[src/rtl/rv32i_types.sv]
// Core-wide types and sizes shared by rename, retirement map, ROB and the free list.
package rv32i_types;

    localparam int NUM_PHYS_REG = 64;
    localparam int NUM_ARCH_REG = 32;
    localparam int PHYS_IDX_W   = $clog2(NUM_PHYS_REG);
    localparam int ARCH_IDX_W   = $clog2(NUM_ARCH_REG);

    typedef logic [PHYS_IDX_W-1:0] phys_idx_t;
    typedef logic [ARCH_IDX_W-1:0] arch_idx_t;

endpackage

[src/rtl/phys_reg_free_list_pkg.sv]
// Free-list geometry: capacity, wrap-bit pointer type and pointer-to-slot helper.
package phys_reg_free_list_pkg;

    import rv32i_types::*;

    localparam int FL_DEPTH = NUM_PHYS_REG - NUM_ARCH_REG;
    localparam int FL_IDX_W = $clog2(FL_DEPTH);
    localparam int FL_PTR_W = FL_IDX_W + 1;

    typedef logic [FL_PTR_W-1:0] fl_ptr_t;
    typedef logic [FL_IDX_W-1:0] fl_idx_t;

    function automatic fl_idx_t ptr_idx(input fl_ptr_t p);
        return p[FL_IDX_W-1:0];
    endfunction

endpackage

[src/rtl/phys_reg_free_list_if.sv]
// Rename/ROB <-> free-list bundle; master is the pipeline side, slave is the free list.
interface phys_reg_free_list_if;

    logic                            alloc_req;
    logic                            alloc_gnt;
    rv32i_types::phys_idx_t          alloc_pd;
    logic                            commit_valid;
    rv32i_types::arch_idx_t          commit_rd;
    rv32i_types::phys_idx_t          commit_old_pd;
    logic                            flush;
    logic                            empty;
    phys_reg_free_list_pkg::fl_ptr_t free_count;
    logic                            err_overflow;

    modport master (
        output alloc_req, commit_valid, commit_rd, commit_old_pd, flush,
        input  alloc_gnt, alloc_pd, empty, free_count, err_overflow
    );

    modport slave (
        input  alloc_req, commit_valid, commit_rd, commit_old_pd, flush,
        output alloc_gnt, alloc_pd, empty, free_count, err_overflow
    );

endinterface

[src/rtl/phys_reg_free_list.sv]
// Circular free list of physical register tags with speculative and retired heads.
// Latency: grant is combinational; freed tags become grantable the cycle after commit.
// Backpressure: empty suppresses alloc_gnt; flush suppresses it and rewinds to the retired head.
module phys_reg_free_list
    import rv32i_types::*;
    import phys_reg_free_list_pkg::*;
(
    input  logic                 clk,
    input  logic                 rst_n,
    phys_reg_free_list_if.slave  fl
);

    phys_idx_t mem [FL_DEPTH];
    fl_ptr_t   spec_head;
    fl_ptr_t   ret_head;
    fl_ptr_t   tail;
    logic      err_q;

    fl_ptr_t   free_count;
    fl_ptr_t   ret_head_next;
    fl_ptr_t   tail_next;
    logic      commit_fire;
    logic      full;
    logic      push;
    logic      grant;

    // Every accepted commit moves tail and ret_head together, so the real
    // overflow hazard is pushing while every slot still holds an unallocated tag.
    always_comb begin
        free_count    = tail - spec_head;
        full          = (free_count == fl_ptr_t'(FL_DEPTH));
        commit_fire   = fl.commit_valid && (fl.commit_rd != '0);
        push          = commit_fire && !full;
        grant         = fl.alloc_req && (free_count != '0) && !fl.flush;
        ret_head_next = push ? ret_head + fl_ptr_t'(1) : ret_head;
        tail_next     = push ? tail + fl_ptr_t'(1) : tail;
    end

    assign fl.alloc_gnt    = grant;
    assign fl.alloc_pd     = mem[ptr_idx(spec_head)];
    assign fl.empty        = (free_count == '0);
    assign fl.free_count   = free_count;
    assign fl.err_overflow = err_q;

    always_ff @(posedge clk or negedge rst_n) begin
        if (!rst_n) begin
            for (int i = 0; i < FL_DEPTH; i++) begin
                mem[i] <= phys_idx_t'(NUM_ARCH_REG + i);
            end
            spec_head <= '0;
            ret_head  <= '0;
            tail      <= fl_ptr_t'(FL_DEPTH);
            err_q     <= 1'b0;
        end else begin
            if (push) begin
                mem[ptr_idx(tail)] <= fl.commit_old_pd;
            end
            tail     <= tail_next;
            ret_head <= ret_head_next;
            // Recovery lands on the retired head including this cycle's commit.
            if (fl.flush) begin
                spec_head <= ret_head_next;
            end else if (grant) begin
                spec_head <= spec_head + fl_ptr_t'(1);
            end
            if (commit_fire && full) begin
                err_q <= 1'b1;
            end
        end
    end

endmodule

[src/flat_wrapper.sv]
// flat-port wrapper written by rule: the top's interface ports become plain ports
module phys_reg_free_list_flat import rv32i_types::*; import phys_reg_free_list_pkg::*;
  (clk, rst_n, fl_alloc_req, fl_commit_valid, fl_commit_rd, fl_commit_old_pd, fl_flush, fl_alloc_gnt, fl_alloc_pd, fl_empty, fl_free_count, fl_err_overflow);
  phys_reg_free_list_if fl_i ();
  input  logic clk;
  input  logic rst_n;
  input wire logic [$bits(fl_i.alloc_req)-1:0] fl_alloc_req;
  input wire logic [$bits(fl_i.commit_valid)-1:0] fl_commit_valid;
  input wire logic [$bits(fl_i.commit_rd)-1:0] fl_commit_rd;
  input wire logic [$bits(fl_i.commit_old_pd)-1:0] fl_commit_old_pd;
  input wire logic [$bits(fl_i.flush)-1:0] fl_flush;
  output wire logic [$bits(fl_i.alloc_gnt)-1:0] fl_alloc_gnt;
  output wire logic [$bits(fl_i.alloc_pd)-1:0] fl_alloc_pd;
  output wire logic [$bits(fl_i.empty)-1:0] fl_empty;
  output wire logic [$bits(fl_i.free_count)-1:0] fl_free_count;
  output wire logic [$bits(fl_i.err_overflow)-1:0] fl_err_overflow;
  assign fl_i.alloc_req = fl_alloc_req;
  assign fl_i.commit_valid = fl_commit_valid;
  assign fl_i.commit_rd = fl_commit_rd;
  assign fl_i.commit_old_pd = fl_commit_old_pd;
  assign fl_i.flush = fl_flush;
  assign fl_alloc_gnt = fl_i.alloc_gnt;
  assign fl_alloc_pd = fl_i.alloc_pd;
  assign fl_empty = fl_i.empty;
  assign fl_free_count = fl_i.free_count;
  assign fl_err_overflow = fl_i.err_overflow;
  phys_reg_free_list u_core (.clk(clk), .rst_n(rst_n), .fl(fl_i));
endmodule
[config.mk]
export PLATFORM = sky130hd
export DESIGN_NAME = phys_reg_free_list_flat
export DESIGN_NICKNAME = d
export VERILOG_FILES = /design/src/rtl/rv32i_types.sv /design/src/rtl/phys_reg_free_list_pkg.sv /design/src/rtl/phys_reg_free_list_if.sv /design/src/rtl/phys_reg_free_list.sv /design/src/flat_wrapper.sv
export SDC_FILE = /design/constraint.sdc
export NUM_CORES = 1
export LEC_CHECK = 0
export ABC_CLOCK_PERIOD_IN_PS = 6500
export CAP_MARGIN = 20
export CORE_MARGIN = 3
export CORE_UTILIZATION = 65
export DETAILED_ROUTE_END_ITERATION = 10
export GPL_ROUTABILITY_DRIVEN = 1
export PLACE_DENSITY = 0.83
export SLEW_MARGIN = 20
export SYNTH_ARGS = -nofsm -noshare
export SYNTH_HDL_FRONTEND = slang
export SYNTH_SLANG_ARGS = --single-unit
[constraint.sdc]
create_clock -name clk -period 6.5 [get_ports clk]
set_input_delay 0.975 -clock clk [delete_from_list [all_inputs] [get_ports clk]]
set_output_delay 0.975 -clock clk [all_outputs]
set_load 0.005 [all_outputs]
==> flow_summary.rst, run 1 <==
.. list-table::
   :header-rows: 1

   * - Metric
     - Value
   * - Actual transition at the worst max-transition pin
     - ~1000 ps
   * - Post-detailed-route count of antenna-violating nets
     - 0
   * - Fillers
     - 1011
   * - Total of flip-flops plus latches after synthesis
     - 211
   * - Post-layout minimum cycle time
     - approximately 5000 ps
   * - Worst supply voltage drop on vdd
     - around 0.33 mV
   * - Ys flop type
     - sky130_fd_sc_hd__dfstp_2
   * - Fin. max-slew vios
     - 0
   * - Maximum level of the CTS H-tree
     - 1
   * - Maximum Capacitance Violations
     - 0
   * - Synthesis Warnings
     - 0
   * - Critical path capture point
     - fl_alloc_gnt
   * - Sum of routed wire length over all layers
     - 22.6 mm
   * - Static leakage
     - 4.94 nW
   * - Wire per inst
     - 24.5 um
   * - Overall via count from detail_route
     - 5962
   * - Number of detailed-route iterations in the first pass
     - 4
   * - Register area
     - around 0.0054 mm^2
   * - Final Hold Fails
     - 0
   * - Crit path launch type
     - flop
   * - Area overhead of the layout relative to synthesis
     - 9.23%
   * - Resize count post-CTS
     - 0
   * - Terminus of the critical flop-to-flop path
     - u_core.mem[183]$_DFFE_PN0P_
   * - Final weighted congestion in routability-driven placement
     - just over 0.8
   * - Async S/R FF share, synth
     - 1.00
   * - Post-synthesis instance area
     - 0.0107 mm^2
   * - Category of the worst setup path capture point
     - output port
   * - CTS Root Cell
     - sky130_fd_sc_hd__clkbuf_16
   * - Area enclosed by the die boundary
     - 0.0181 mm^2
   * - Number of antenna violations at the first check in global routing
     - 0
   * - Most area-hungry cell type in the Yosys netlist
     - sky130_fd_sc_hd__dfstp_2
   * - Via/cell ratio
     - 6.47
   * - Reg-to-reg slack, setup
     - ~2300 ps
   * - Switching Fraction
     - 0.319
   * - Worst relative slew slack
     - 0.306
   * - Synth Area per Inst
     - 15.7 um^2
   * - Switch Pwr
     - roughly 2.0 mW
   * - Period utilisation layout
     - 0.771
   * - Initial standard-cell utilization of the core
     - 0.670
   * - Total number of nets in the final design
     - 718
   * - Synthesized net count
     - 713
   * - Largest fanout on the critical path
     - 14
   * - Worst clock skew
     - approximately 12 ps
   * - Required arrival time at the worst endpoint
     - 5520 ps
   * - Wire length of the first global-routing pass
     - 36.8 mm
   * - Setup repair after global routing missed its margin
     - no
   * - I/O Buffers
     - 30
   * - Insertion delay to the later sink of the worst-skew pair
     - 500 ps
   * - Number of I/O pins
     - 31
   * - CTS tree
     - done
   * - Clock tree buffer depth
     - 3
   * - Leftover overflow at the end of global routing
     - 0
   * - GRT Total Usage
     - 0.261
   * - Count of placed standard cells including taps
     - 881
   * - Die width
     - 134 um
   * - Power density over cell area
     - 523 mW/mm^2
   * - Arrival time at the worst endpoint
     - 4040 ps
   * - Internal power of the cells
     - 4.17 mW
   * - Non-filler instance count after layout
     - 922
   * - Post-CTS setup-driven buffer insertion count
     - 0
   * - Vias in the first global route
     - 6544
   * - Initial drt markers
     - ~450
   * - Clock-pin slew on the worst setup and hold paths
     - 60 ps
   * - Row cnt
     - 46
   * - Worst setup path category
     - flop to output port
   * - Core utilization of the finished layout
     - 0.732
   * - Tightest Hold Check Type
     - input pin to async pin
   * - Pin count of the biggest net entering global routing
     - 77
   * - Result of the run
     - finished, final reports clean
   * - Combined area of the multi-input logic cells
     - around 0.0049 mm^2
   * - Half-perimeter wire length after placement
     - 14.5 mm
   * - Proportion of synthesized chip area in sequential cells
     - 0.506
   * - Count of mapped cells out of synthesis
     - 685
   * - Antenna Cells
     - 0
   * - Clock network power share
     - 0.195
   * - Top cells by area in the synthesized netlist
     - sky130_fd_sc_hd__dfstp_2 28%, sky130_fd_sc_hd__dfrtp_1 23%, sky130_fd_sc_hd__mux4_2 13%
   * - Clk sinks
     - 211
   * - Maximum achievable frequency
     - 0.200 GHz
   * - Count of different cell masters after synthesis
     - 42
   * - Reg power frac
     - 0.406
   * - Share of Yosys cell area claimed by the top area cell type
     - 0.277
   * - Count of flip-flops with a built-in enable after synthesis
     - 0
   * - Logic pwr share
     - 0.399
   * - Residual DRC count
     - 0
   * - Number of cells on the worst reg-to-reg path
     - 9
   * - Worst setup startpoint
     - u_core.spec_head[4]$_DFFE_PN0P_
   * - Number of buffers inserted during clock tree synthesis
     - 22
   * - Die span in y
     - 134 um
   * - Core ar.
     - 0.0160 mm^2
   * - Final Setup Violations
     - 0
   * - Launch instance of the worst register-to-register path
     - u_core.spec_head[4]$_DFFE_PN0P_
   * - Sum Neg Setup Slack
     - 0 ps
   * - Hold-fix buffers, CTS
     - 0
   * - Fraction of final layout cells sized beyond drive strength 1
     - 0.606
layout by cell type, fill, tap and decap left out, drive strengths merged, types with 2 or more instances in the layout:
| cell type | synthesis | final |
|---|---|---|
| o21ai | 2 | 2 |
| xor2 | 5 | 5 |
| clkdlybuf4s50 | 0 | 27 |
| mux4 | 60 | 60 |
| nor2 | 12 | 12 |
| xnor2 | 14 | 14 |
| nand2b | 3 | 3 |
| clkinv | 3 | 7 |
| nor4 | 4 | 4 |
| clkbuf | 38 | 37 |
| inv | 10 | 10 |
| nor3 | 3 | 3 |
| or2 | 2 | 2 |
| a21oi | 4 | 4 |
| mux2i | 3 | 3 |
| mux2 | 197 | 197 |
| o21a | 2 | 2 |
| nand4 | 5 | 5 |
| nand3 | 16 | 16 |
| nor3b | 3 | 3 |
| ha | 11 | 11 |
| and3 | 19 | 19 |
| nand2 | 28 | 28 |
| dfstp | 113 | 113 |
| buf | 19 | 10 |
| dfrtp | 98 | 98 |
synthesized netlist by cell type (all sizes together) (2+ instances only):
cell	count
clkbuf	38
clkinv	3
ha	11
xnor2	14
mux4	60
nand2b	3
o21a	2
and3	19
nor4	4
dfrtp	98
nand4	5
a21oi	4
buf	19
mux2	197
or2	2
xor2	5
nor3	3
o21ai	2
nand3	16
nand2	28
nor2	12
inv	10
nor3b	3
dfstp	113
mux2i	3
metal layers:
| metal | wire length [um] | vias up | track usage | part of all wire |
|---|---|---|---|---|
| met5 | 0 | - | 0 | 0 |
| met4 | 644 | 0 | 0.0843 | 0.029 |
| met3 | 1110 | 57 | 0.0413 | 0.049 |
| met2 | 11000 | 172 | 0.420 | 0.49 |
| met1 | 9810 | 3207 | 0.373 | 0.43 |
| li1 | - | 2526 | - | - |
final cells by class:
type / instances / share of cell area
Multi-Input combinational cell: 404 / 0.420
Clock buffer: 36 / 0.0567
Timing Repair Buffer: 38 / 0.0313
Inverter: 13 / 0.00417
Sequential cell: 211 / 0.463
Clock inverter: 4 / 0.00171
Tap cell: 216 / 0.0231
critical path, stage by stage (launching register included):
cell and delay, ps:
sky130_fd_sc_hd__dfrtp_1 370, sky130_fd_sc_hd__clkinv_1 610, sky130_fd_sc_hd__ha_1 680, sky130_fd_sc_hd__inv_1 110, sky130_fd_sc_hd__nor4_1 290, sky130_fd_sc_hd__mux2i_1 210
sky130_fd_sc_hd__nor4b_2 510, sky130_fd_sc_hd__nand2b_1 250, sky130_fd_sc_hd__nor2_1 70, sky130_fd_sc_hd__clkdlybuf4s50_1 440
flip-flops by register name, indices dropped and copies added, names as in the netlist:
signal	count
u_core.fl.err_overflow	1
u_core.mem	192
u_core.ret_head	6
u_core.spec_head	6
u_core.tail	6
cell families after synthesis:
| group | Yosys count | synth area share |
|---|---|---|
| buffers and inverters | 70 | 0.0364 |
| AND/OR/NAND/NOR | 100 | 0.0542 |
| multiplexers | 260 | 0.363 |
| XOR/XNOR | 19 | 0.0155 |
| adder cells (fa/ha/maj) | 12 | 0.0147 |
| flip-flops | 211 | 0.506 |
| AO/OA/AOI/OAI | 13 | 0.0100 |
metrics by stage:
step | hold WS [ps] | worst slack [ps] | cell area [um^2] | power (mW)
after detailed placement | 468 | 1930 | 11000 | 4.90
after CTS | 480 | 1390 | 11700 | 6.12
after floorplan | 433 | 3020 | 10700 | 4.12
after global placement | 447 | 2120 | 11000 | 4.77
final | 466 | 1490 | 11700 | 6.12
after global routing | 499 | 1230 | 11700 | 6.42
power groups by stage:
| stage | registers, mW | logic (mW) | clock network (mW) |
|---|---|---|---|
| final | 2.49 | 2.44 | 1.19 |
| after global routing | 2.56 | 2.59 | 1.26 |
| after CTS | 2.53 | 2.38 | 1.21 |
| after detailed placement | 2.54 | 2.36 | 0 |
| after global placement | 2.49 | 2.28 | 0 |
| after floorplan | 2.24 | 1.88 | 0 |
worst min-delay path by stage:
stage                                             startpoint                            endpoint  slack (ps)  cells past startpoint
after floorplan                 u_core.ret_head[5]$_DFF_PN0_        u_core.ret_head[5]$_DFF_PN0_         430                      1
after global placement    u_core.fl.err_overflow$_DFFE_PN0P_  u_core.fl.err_overflow$_DFFE_PN0P_         450                      1
after detailed placement  u_core.fl.err_overflow$_DFFE_PN0P_  u_core.fl.err_overflow$_DFFE_PN0P_         470                      1
after CTS                                              rst_n          u_core.tail[3]$_DFFE_PN0P_         480                      1
after global routing      u_core.fl.err_overflow$_DFFE_PN0P_  u_core.fl.err_overflow$_DFFE_PN0P_         500                      1
final                                                  rst_n          u_core.mem[75]$_DFFE_PN0P_         470                      1
No activity file was read; power rests on OpenSTA's default activity.
==> run 2, diff against run 1 <==
Settings changed: ABC_CLOCK_PERIOD_IN_PS 6500 to 4400, CORE_UTILIZATION 65 to 56, PLACE_DENSITY 0.83 to 0.76.
Clock period 6.5 ns to 4.4 ns, I/O delays scaled along.
==> flow_summary.rst, run 2 (synthesis gave the netlist of run 1 again) <==
.. list-table::
   :header-rows: 1

   * - Metric
     - Value
   * - Final Setup Violations
     - 0 (unchanged)
   * - Resize count post-CTS
     - 0 (unchanged)
   * - Period utilisation layout
     - 0.956
   * - Row cnt
     - 49 (+6.5%)
   * - Half-perimeter wire length after placement
     - 14.4 mm (-0.84%)
   * - Overall via count from detail_route
     - 5890 (-1.2%)
   * - Area overhead of the layout relative to synthesis
     - 11.4%
   * - Worst setup path category
     - flop to output port
   * - Die width
     - 144 um (+7.4%)
   * - Maximum Capacitance Violations
     - 0 (unchanged)
   * - Worst clock skew
     - 6.03 ps (-5.57 ps)
   * - Antenna Cells
     - 0 (unchanged)
   * - Maximum achievable frequency
     - 0.238 GHz
   * - Post-detailed-route count of antenna-violating nets
     - 0 (unchanged)
   * - Slowest CP cell
     - sky130_fd_sc_hd__fa_1
   * - Sum Neg Setup Slack
     - 0 ps (unchanged)
   * - Setup repair after global routing missed its margin
     - no
   * - Delay of the slowest critical-path stage
     - 490 ps (-190 ps)
   * - Launch instance of the worst register-to-register path
     - u_core.spec_head[3]$_DFFE_PN0P_
   * - Die span in y
     - 144 um (+7.4%)
   * - Wire length of the first global-routing pass
     - 37.0 mm (+0.49%)
   * - Hold-fix buffers, CTS
     - 0 (unchanged)
   * - Met3 track demand over resource
     - 0.0370 (-0.00422)
   * - Pin count of the biggest net entering global routing
     - 113 (+47%)
   * - Actual transition at the worst max-transition pin
     - 896 ps (-142 ps)
   * - GRT Total Usage
     - 0.233 (-0.0280)
   * - Crit-path leading delay family
     - simple AND/OR/NAND/NOR gates
   * - Arrival time at the worst endpoint
     - 3550 ps (-490 ps)
   * - Static leakage
     - 5.04 nW (+2.1%)
   * - Tightest Hold Check Type
     - input pin to async pin
   * - Area enclosed by the die boundary
     - 0.0208 mm^2 (+15%)
   * - I/O Buffers
     - 30 (unchanged)
   * - Worst slack at placement
     - 668 ps (-1270 ps)
   * - Via/cell ratio
     - 6.25 (-3.4%)
   * - Total number of nets in the final design
     - 724 (+0.84%)
   * - Worst-case setup margin in the final layout
     - 192 ps (-1300 ps)
   * - Fraction of met2 tracks used by global routing
     - 0.379 (-0.0412)
   * - Initial standard-cell utilization of the core
     - 0.583 (-0.0871)
   * - Worst setup startpoint
     - u_core.tail[0]$_DFFE_PN0P_
   * - Post-CTS setup-driven buffer insertion count
     - 0 (unchanged)
   * - Crit path launch type
     - flop
   * - Worst relative slew slack
     - 0.402 (+0.0959)
   * - Final weighted congestion in routability-driven placement
     - 0.863 (+4.1%)
   * - Result of the run
     - finished, final reports clean
   * - Top library cells by usage in the layout, fill and taps aside
     - 114 x sky130_fd_sc_hd__mux2_2, 113 x sky130_fd_sc_hd__dfstp_2, 96 x sky130_fd_sc_hd__dfrtp_1, 79 x sky130_fd_sc_hd__mux2_4, 60 x sky130_fd_sc_hd__mux4_2
   * - Maximum level of the CTS H-tree
     - 1 (unchanged)
   * - Largest fanout on the critical path
     - 6 (-8)
   * - Wire per inst
     - 24.6 um (+0.20%)
   * - Fillers
     - 1252 (+24%)
   * - Power density over cell area
     - 789 mW/mm^2 (+51%)
   * - Final Hold Fails
     - 0 (unchanged)
   * - Number of buffers inserted during clock tree synthesis
     - 24 (+9.1%)
   * - Required arrival time at the worst endpoint
     - 3740 ps (-1780 ps)
   * - Post-layout minimum cycle time
     - 4210 ps
   * - Clock tree buffer depth
     - 3 (unchanged)
   * - CTS Root Cell
     - sky130_fd_sc_hd__clkbuf_16
   * - Most frequent standard cell in the layout excluding fill and tap cells
     - sky130_fd_sc_hd__mux2_2
   * - Sum of routed wire length over all layers
     - 23.2 mm (+2.5%)
   * - Residual DRC count
     - 0 (unchanged)
   * - Number of cells on the worst reg-to-reg path
     - 9 (unchanged)
   * - Buffer and inverter count on the worst path
     - 3 (unchanged)
   * - Worst supply voltage drop on vdd
     - 0.331 mV (-0.32%)
   * - Cell breakdown of the critical path
     - inv_1 > ha_1 > fa_1 > inv_1 > nor4_1 > mux2i_1 > nor4b_2 > nand2b_1 > nor2_1 > clkdlybuf4s50_1
   * - Number of cells on the critical path
     - 10 (+1)
   * - Number of antenna violations at the first check in global routing
     - 0 (unchanged)
   * - CTS tree
     - done
   * - Flip-flop count of the largest register after layout
     - 192 (unchanged)
   * - Category of the worst setup path capture point
     - output port
   * - Crit path top cell by count
     - sky130_fd_sc_hd__inv_1
   * - Initial drt markers
     - 377 (-16%)
   * - Clock-pin slew on the worst setup and hold paths
     - 60 ps (about the same)
   * - Fin. max-slew vios
     - 0 (unchanged)
   * - Number of detailed-route iterations in the first pass
     - 5 (+1)
   * - Met1 usage
     - 0.331 (-0.0419)
   * - Leftover overflow at the end of global routing
     - 0 (unchanged)
   * - Number of I/O pins
     - 31 (unchanged)
   * - Layer with the highest usage after global routing
     - met2
   * - Clk sinks
     - 211 (unchanged)
   * - Register containing the most flip-flops in the final layout
     - u_core.mem
   * - Core ar.
     - 0.0184 mm^2 (+15%)
   * - Vias in the first global route
     - 6442 (-1.6%)
   * - Insertion delay to the later sink of the worst-skew pair
     - 510 ps (about the same)
   * - Fraction of final layout cells sized beyond drive strength 1
     - 0.611 (+0.00441)
run 2: cell types whose count changed in the layout (fill, tap and decap cells not counted):
cell                              previous run  this run
sky130_fd_sc_hd__buf_4                       7        10
sky130_fd_sc_hd__bufinv_16                   0         3
sky130_fd_sc_hd__clkbuf_16                  23        26
sky130_fd_sc_hd__clkinv_2                    4         2
sky130_fd_sc_hd__buf_12                      1         2
sky130_fd_sc_hd__buf_2                       2         1
sky130_fd_sc_hd__clkbuf_1                    9         8
sky130_fd_sc_hd__clkbuf_8                    5         6
sky130_fd_sc_hd__clkdlybuf4s50_1            27        28
run 2: path summary, 6_finish.rpt:
kind                                                      endpoint  slack, ps
worst max-delay path                                  fl_alloc_gnt        190
worst min-delay path                   u_core.mem[184]$_DFFE_PN0P_        280
worst max register to register          u_core.mem[93]$_DFFE_PN0P_        620
worst min register to register  u_core.fl.err_overflow$_DFFE_PN0P_        460
max in group asynchronous              u_core.mem[108]$_DFFE_PN1P_       3120
min in group clk                u_core.fl.err_overflow$_DFFE_PN0P_        460
run 2: final cells by class:
cell class / count / area [um^2] / share of cell area
sequential: 211 / 5430 / 0.455
multi-input combinational: 404 / 4910 / 0.412
clock buffer: 39 / 749 / 0.0628
timing repair buffer: 42 / 414 / 0.0347
tap: 229 / 287 / 0.0240
clock inverter: 5 / 100 / 0.00838
inverter: 13 / 48.8 / 0.00409
run 2: report_power, final:
part           leakage, nW  switching [mW]  internal, mW  total [mW]
combinational         2.21            1.66          2.13        3.79
sequential            2.42           0.498          3.02        3.52
clock                0.416           0.782          1.34        2.12
run 2: routing by layer:
| layer | vias to the layer above | wire (um) |
|---|---|---|
| met5 | - | 0 |
| met2 | 170 | 11200 |
| met1 | 3140 | 10200 |
| met4 | 0 | 451 |
| li1 | 2539 | - |
| met3 | 41 | 1270 |
run 2: metrics by stage:
stage,hold WS [ps],cell area [um^2],power (mW),utilization,std cells
global placement,440,11100,7.12,0.603,899
floorplan,364,10700,6.08,-,685
global route,320,11900,9.92,0.649,943
finish,276,11900,9.43,0.649,943
detailed placement,449,11100,7.30,0.603,899
CTS,319,11900,9.47,0.649,943
==> run 3, diff against run 2 <==
Settings changed: ABC_CLOCK_PERIOD_IN_PS 4400 to 3400.
Clock period 4.4 ns to 3.4 ns, I/O delays scaled along.
==> flow_summary.rst, run 3 (synthesis gave the netlist of run 1 again) <==
.. list-table::
   :header-rows: 1

   * - Metric
     - Value
   * - Initial standard-cell utilization of the core
     - 0.583 (unchanged)
   * - Number of I/O pins
     - 31 (unchanged)
   * - Actual transition at the worst max-transition pin
     - 990 ps (+93.4 ps)
   * - Number of antenna violations at the first check in global routing
     - 0 (unchanged)
   * - Number of cells on the worst reg-to-reg path
     - 12 (+3)
   * - Worst relative slew slack
     - 0.339 (-0.0637)
   * - Post-layout minimum cycle time
     - 3470 ps
   * - Period utilisation layout
     - 1.02
   * - Hold-fix buffers, CTS
     - 0 (unchanged)
   * - Result of the run
     - complete, but fails checks
   * - Overall via count from detail_route
     - 6152 (+4.4%)
   * - Initial drt markers
     - 404 (+7.2%)
   * - Die width
     - 144 um (unchanged)
   * - Wire length of the first global-routing pass
     - 38.5 mm (+3.9%)
   * - Final Setup Violations
     - 2 (+2)
   * - Core ar.
     - 0.0184 mm^2 (unchanged)
   * - Final hold slack
     - -10.5 ps (-287 ps)
   * - Maximum Capacitance Violations
     - 0 (unchanged)
   * - Arrival time at the worst endpoint
     - 2960 ps (-590 ps)
   * - Worst setup path category
     - flop to output port
   * - Area enclosed by the die boundary
     - 0.0208 mm^2 (unchanged)
   * - Clk sinks
     - 211 (unchanged)
   * - Clock-pin slew on the worst setup and hold paths
     - 60 ps (about the same)
   * - Power density over cell area
     - 1000 mW/mm^2 (+27%)
   * - Leftover overflow at the end of global routing
     - 0 (unchanged)
   * - Fillers
     - 1193 (-4.7%)
   * - Post-detailed-route count of antenna-violating nets
     - 0 (unchanged)
   * - Finished Cell Area
     - 0.0124 mm^2 (+3.9%)
   * - Reg-to-reg slack, setup
     - 170 ps (-450 ps)
   * - Number of buffers inserted during clock tree synthesis
     - 23 (-4.2%)
   * - Flip-flop count of the largest register after layout
     - 192 (unchanged)
   * - Static leakage
     - 5.23 nW (+3.6%)
   * - Crit path launch type
     - flop
   * - Tightest Hold Check Type
     - input pin to async pin
   * - Total number of nets in the final design
     - 758 (+4.7%)
   * - Launch instance of the worst register-to-register path
     - u_core.spec_head[0]$_DFFE_PN0P_
   * - CTS Root Cell
     - sky130_fd_sc_hd__clkbuf_16
   * - Worst clock skew
     - 25.5 ps (+19.5 ps)
   * - Final weighted congestion in routability-driven placement
     - 0.846 (-1.9%)
   * - Final Hold Fails
     - 5 (+5)
   * - Terminus of the critical flop-to-flop path
     - u_core.spec_head[1]$_DFFE_PN0P_
   * - Sum of routed wire length over all layers
     - 24.8 mm (+7.0%)
   * - CTS tree
     - done
   * - Setup repair after global routing missed its margin
     - yes
   * - Vias in the first global route
     - 6552 (+1.7%)
   * - Residual DRC count
     - 0 (unchanged)
   * - Antenna Cells
     - 0 (unchanged)
   * - Area overhead of the layout relative to synthesis
     - 15.7%
   * - GRT Total Usage
     - 0.242 (+0.00857)
   * - Via/cell ratio
     - 6.30 (+0.92%)
   * - Clock tree buffer depth
     - 3 (unchanged)
   * - Largest fanout on the critical path
     - 4 (-2)
   * - Fin. max-slew vios
     - 0 (unchanged)
   * - Cell area after placement
     - 0.0112 mm^2 (+0.95%)
   * - Number of detailed-route iterations in the first pass
     - 5 (unchanged)
   * - Die span in y
     - 144 um (unchanged)
   * - Required arrival time at the worst endpoint
     - 2890 ps (-850 ps)
   * - Worst supply voltage drop on vdd
     - 0.455 mV (+37%)
   * - Violations in the final reports
     - negative hold slack, negative setup slack
   * - Insertion delay to the later sink of the worst-skew pair
     - 510 ps (about the same)
   * - Worst setup startpoint
     - u_core.spec_head[0]$_DFFE_PN0P_
   * - Worst-case setup margin in the final layout
     - -67.3 ps (-259 ps)
   * - Maximum level of the CTS H-tree
     - 1 (unchanged)
   * - Maximum achievable frequency
     - 0.288 GHz
   * - Row cnt
     - 49 (unchanged)
   * - Half-perimeter wire length after placement
     - 14.7 mm (+2.6%)
   * - Wire per inst
     - 25.4 um (+3.4%)
   * - Register containing the most flip-flops in the final layout
     - u_core.mem
   * - Top library cells by usage in the layout, fill and taps aside
     - 113 x sky130_fd_sc_hd__mux2_2, 113 x sky130_fd_sc_hd__dfstp_2, 96 x sky130_fd_sc_hd__dfrtp_1, 80 x sky130_fd_sc_hd__mux2_4, 60 x sky130_fd_sc_hd__mux4_2
   * - I/O Buffers
     - 30 (unchanged)
   * - Fraction of final layout cells sized beyond drive strength 1
     - 0.672 (+0.0614)
   * - Pin count of the biggest net entering global routing
     - 86 (-24%)
   * - Category of the worst setup path capture point
     - output port
## run 3: cell types whose count changed in the layout (fill, tap and decap cells not counted), moves of 5 or more
cell / delta
sky130_fd_sc_hd__buf_6: +5
sky130_fd_sc_hd__and3_4: +16
sky130_fd_sc_hd__and3_1: -16
sky130_fd_sc_hd__clkdlybuf4s50_1: -6
sky130_fd_sc_hd__buf_12: +5
sky130_fd_sc_hd__buf_4: +21
## run 3: area by class of cell
type,count,area [um^2],share of cell area
clock buffers,34,667,0.0538
flip-flops and latches,211,5430,0.437
clock inverters,8,47.5,0.00383
multi-input cells,404,5110,0.412
repair buffers,77,821,0.0662
well taps,229,287,0.0231
inverters,13,48.8,0.00393
## run 3: report_power, final
group	total [mW]	internal [mW]	switching, mW
Clock	2.37	1.36	1.00
Combinational	5.51	3.12	2.40
Sequential	4.56	3.91	0.655
## run 3: how the worst max path moves through the flow
stage	endpoint	slack (ps)
floorplan	u_core.spec_head[1]$_DFFE_PN0P_	250
global route	fl_alloc_gnt	-200
CTS	fl_alloc_pd[4]	-110
global placement	u_core.mem[18]$_DFFE_PN0P_	200
finish	fl_alloc_gnt	-70
detailed placement	u_core.mem[184]$_DFFE_PN0P_	100
## run 3: per-stage QoR
step                total power, mW  setup slack, ps  TNS, ps   util  std cells
detailed placement             9.57              101        0  0.609        909
global route                   13.1             -197     -371  0.674        976
floorplan                      7.87              248        0      -        685
CTS                            12.2             -106     -584  0.662        961
finish                         12.4            -67.3    -98.8  0.674        976
global placement               9.38              202        0  0.609        909
## run 3: worst max-delay path, stage by stage, from the launching register on
cell                       delay (ps)
sky130_fd_sc_hd__dfrtp_4          530
sky130_fd_sc_hd__ha_4             190
sky130_fd_sc_hd__fa_2             520
sky130_fd_sc_hd__inv_2             50
sky130_fd_sc_hd__nor4_2           230
sky130_fd_sc_hd__mux2i_1          140
sky130_fd_sc_hd__nor4b_2          340
sky130_fd_sc_hd__buf_4            170
sky130_fd_sc_hd__nand2b_4         120
sky130_fd_sc_hd__nor2_2            30
sky130_fd_sc_hd__buf_2            120
## run 3: what timing repair did
item	in CTS	in global routing
setup buffers	9	15
gates resized for setup	61	14
pin swaps	6	5
endpoints found under the setup margin	8	203
cloned	1	6
## run 3: metal layers
metal	wire length, um	track usage
met1	10900	0.350
met3	1440	0.0367
met4	578	0.0525
met2	11900	0.395
met5	0	0
==> RTL change: new RTL, flow settings as in run 2 <==
The package constant `NUM_PHYS_REG` goes from 64 to 128.
--- a/src/rtl/rv32i_types.sv
+++ b/src/rtl/rv32i_types.sv
@@ -1,7 +1,7 @@
 // Core-wide types and sizes shared by rename, retirement map, ROB and the free list.
 package rv32i_types;
 
-    localparam int NUM_PHYS_REG = 64;
+    localparam int NUM_PHYS_REG = 128;
     localparam int NUM_ARCH_REG = 32;
     localparam int PHYS_IDX_W   = $clog2(NUM_PHYS_REG);
     localparam int ARCH_IDX_W   = $clog2(NUM_ARCH_REG);
Interface: changed (resized fl_alloc_pd, fl_commit_old_pd and fl_free_count); port bits go from 31 to 35. The function was not compared with the original's and may differ.
==> RTL change against run 2 <==
Cell area increased to 3.3 times the old value; sequential cell count rose by 486; combinational power rose by 150%; first-iteration DRC count grew to 3.3 times the old value; critical path depth decreased by 1; die area rose to 3.1 times the old value; non-clock buffer count is 80 higher; sequential power increased to 2.7 times the old value; setup slack got worse by 0.14 ns; power increased to 2.7 times the old value; synthesized area grew to 3.2 times the old value; wire length rose to 3.5 times the old value; critical endpoint is now fl_alloc_pd[1]; largest cell class unchanged; highest routed layer is now met5.
==> RTL change: results (changes against run 2) <==
Status
  • Status: finished clean

Worst setup path
  • Slowest Stage Delay on Critical Path: 0.60 ns (+0.11 ns)
  • Slowest-stage cell, CP: sky130_fd_sc_hd__mux4_2
  • CP Capture Point: fl_alloc_pd[1]
  • Startpoint of the lowest-slack register-to-register path: u_core.spec_head[0]
  • Worst-path maximum fanout: 5 (-1)
  • Delay-heaviest family, CP: multiplexers

Logic synthesis
  • Mux contribution to synthesized area: 39.1% (+2.8 points)
  • Most common library cells after synthesis: 387 x sky130_fd_sc_hd__mux2_2, 370 x sky130_fd_sc_hd__dfstp_2, 327 x sky130_fd_sc_hd__dfrtp_1
  • Share of the synthesized area in compound gates (AO/OA/AOI/OAI): 0.611% (-0.39 points)
  • Xor and xnor area share after synthesis: 0.680% (-0.87 points)
  • Synth Area per Inst: 17.0 sq um (+8.7%)

Global routing
  • Vias in the first global route: 20347 (+220%)

Detailed routing
  • DRC marker count from the first detailed-route iteration: 1259 (+230%)
  • DR vias: 18457 (+210%)
  • Total wirelength of the detailed-routed design: 81900 um (+250%)

Final layout
  • Post-layout instance count excluding filler cells: 2926 (+210%)
  • Fillcell total: 4111 (+230%)

CTS
  • CTS Buf Count: 73 (+200%)
  • H-tree depth: 3 (+2)
  • Worst-skew pair later-pin latency: 0.61 ns (+0.10 ns)

Placement
  • Worst setup slack before clock tree synthesis: 0.187 ns (-0.481 ns)
  • Cell Count Post-Placement: 2767 (+210%)
  • Routability congestion estimate: 0.812 (-5.8%)

Power
  • Reported leakage power: 0.0169 uW (+240%)
  • Power dissipated by switching net loads: 7940 uW (+170%)
  • Max IR drop VDD: 0.519 mV (+57%)

STA
  • Clock skew: 0.0266 ns (+0.0206 ns)
  • Fmax: 230 MHz (-3.2%)
-- RTL change: cell type report --
type | count | area [sq um] | area share (%)
sequential | 697 | 17900 | 46.1
multi-input combinational | 1176 | 16000 | 41.2
clock buffer | 110 | 2140 | 5.49
timing repair buffer | 122 | 1570 | 4.03
tap | 782 | 978 | 2.52
clock inverter | 23 | 219 | 0.563
inverter | 16 | 60.1 | 0.154
-- RTL change: power groups by stage --
| stage | combinational [uW] | clock [uW] | sequential, uW |
|---|---|---|---|
| after CTS | 9470 | 6230 | 9560 |
| after global routing | 9920 | 6500 | 9770 |
| after floorplan | 6230 | 0 | 9220 |
| after global placement | 8540 | 0 | 9520 |
| after detailed placement | 8710 | 0 | 9630 |
| final | 9420 | 6130 | 9590 |
-- RTL change: what timing repair did --
item                                    4_1_cts  5_1_grt
gates cloned                                 11        0
endpoints found under the setup margin        7       63
setup buffers                                17        0
pin swaps                                     6        6
resized for setup                            45       13
hold endpoints to repair                      0        0
-- RTL change: stage by stage --
stage | cell area [sq um] | setup TNS [ns] | hold slack, ns | utilization [%]
detailed placement | 36000 | 0 | 0.453 | 59.3
CTS | 38900 | -0.130 | 0.206 | 64.1
finish | 38900 | 0 | 0.185 | 64.1
global placement | 36000 | 0 | 0.446 | 59.3
floorplan | 34600 | 0 | 0.364 | -
global route | 38900 | -0.859 | 0.224 | 64.1
-- RTL change: metal layers --
metal	vias up	GRT usage [%]	part of all wire, %
li1	7695	-	-
met1	10104	34.6	42
met2	494	42.9	49
met3	162	5.38	5.1
met4	2	9.68	3.7
met5	-	0	0.016
-- RTL change: cells by family after synthesis --
group / count (synthesis)
muxes: 899
DFF: 697
and+or+nand+nor: 213
buffers and inverters: 161
AOI/OAI and AO/OA: 27
xor gates and xnor gates: 26
adders and majority gates: 11
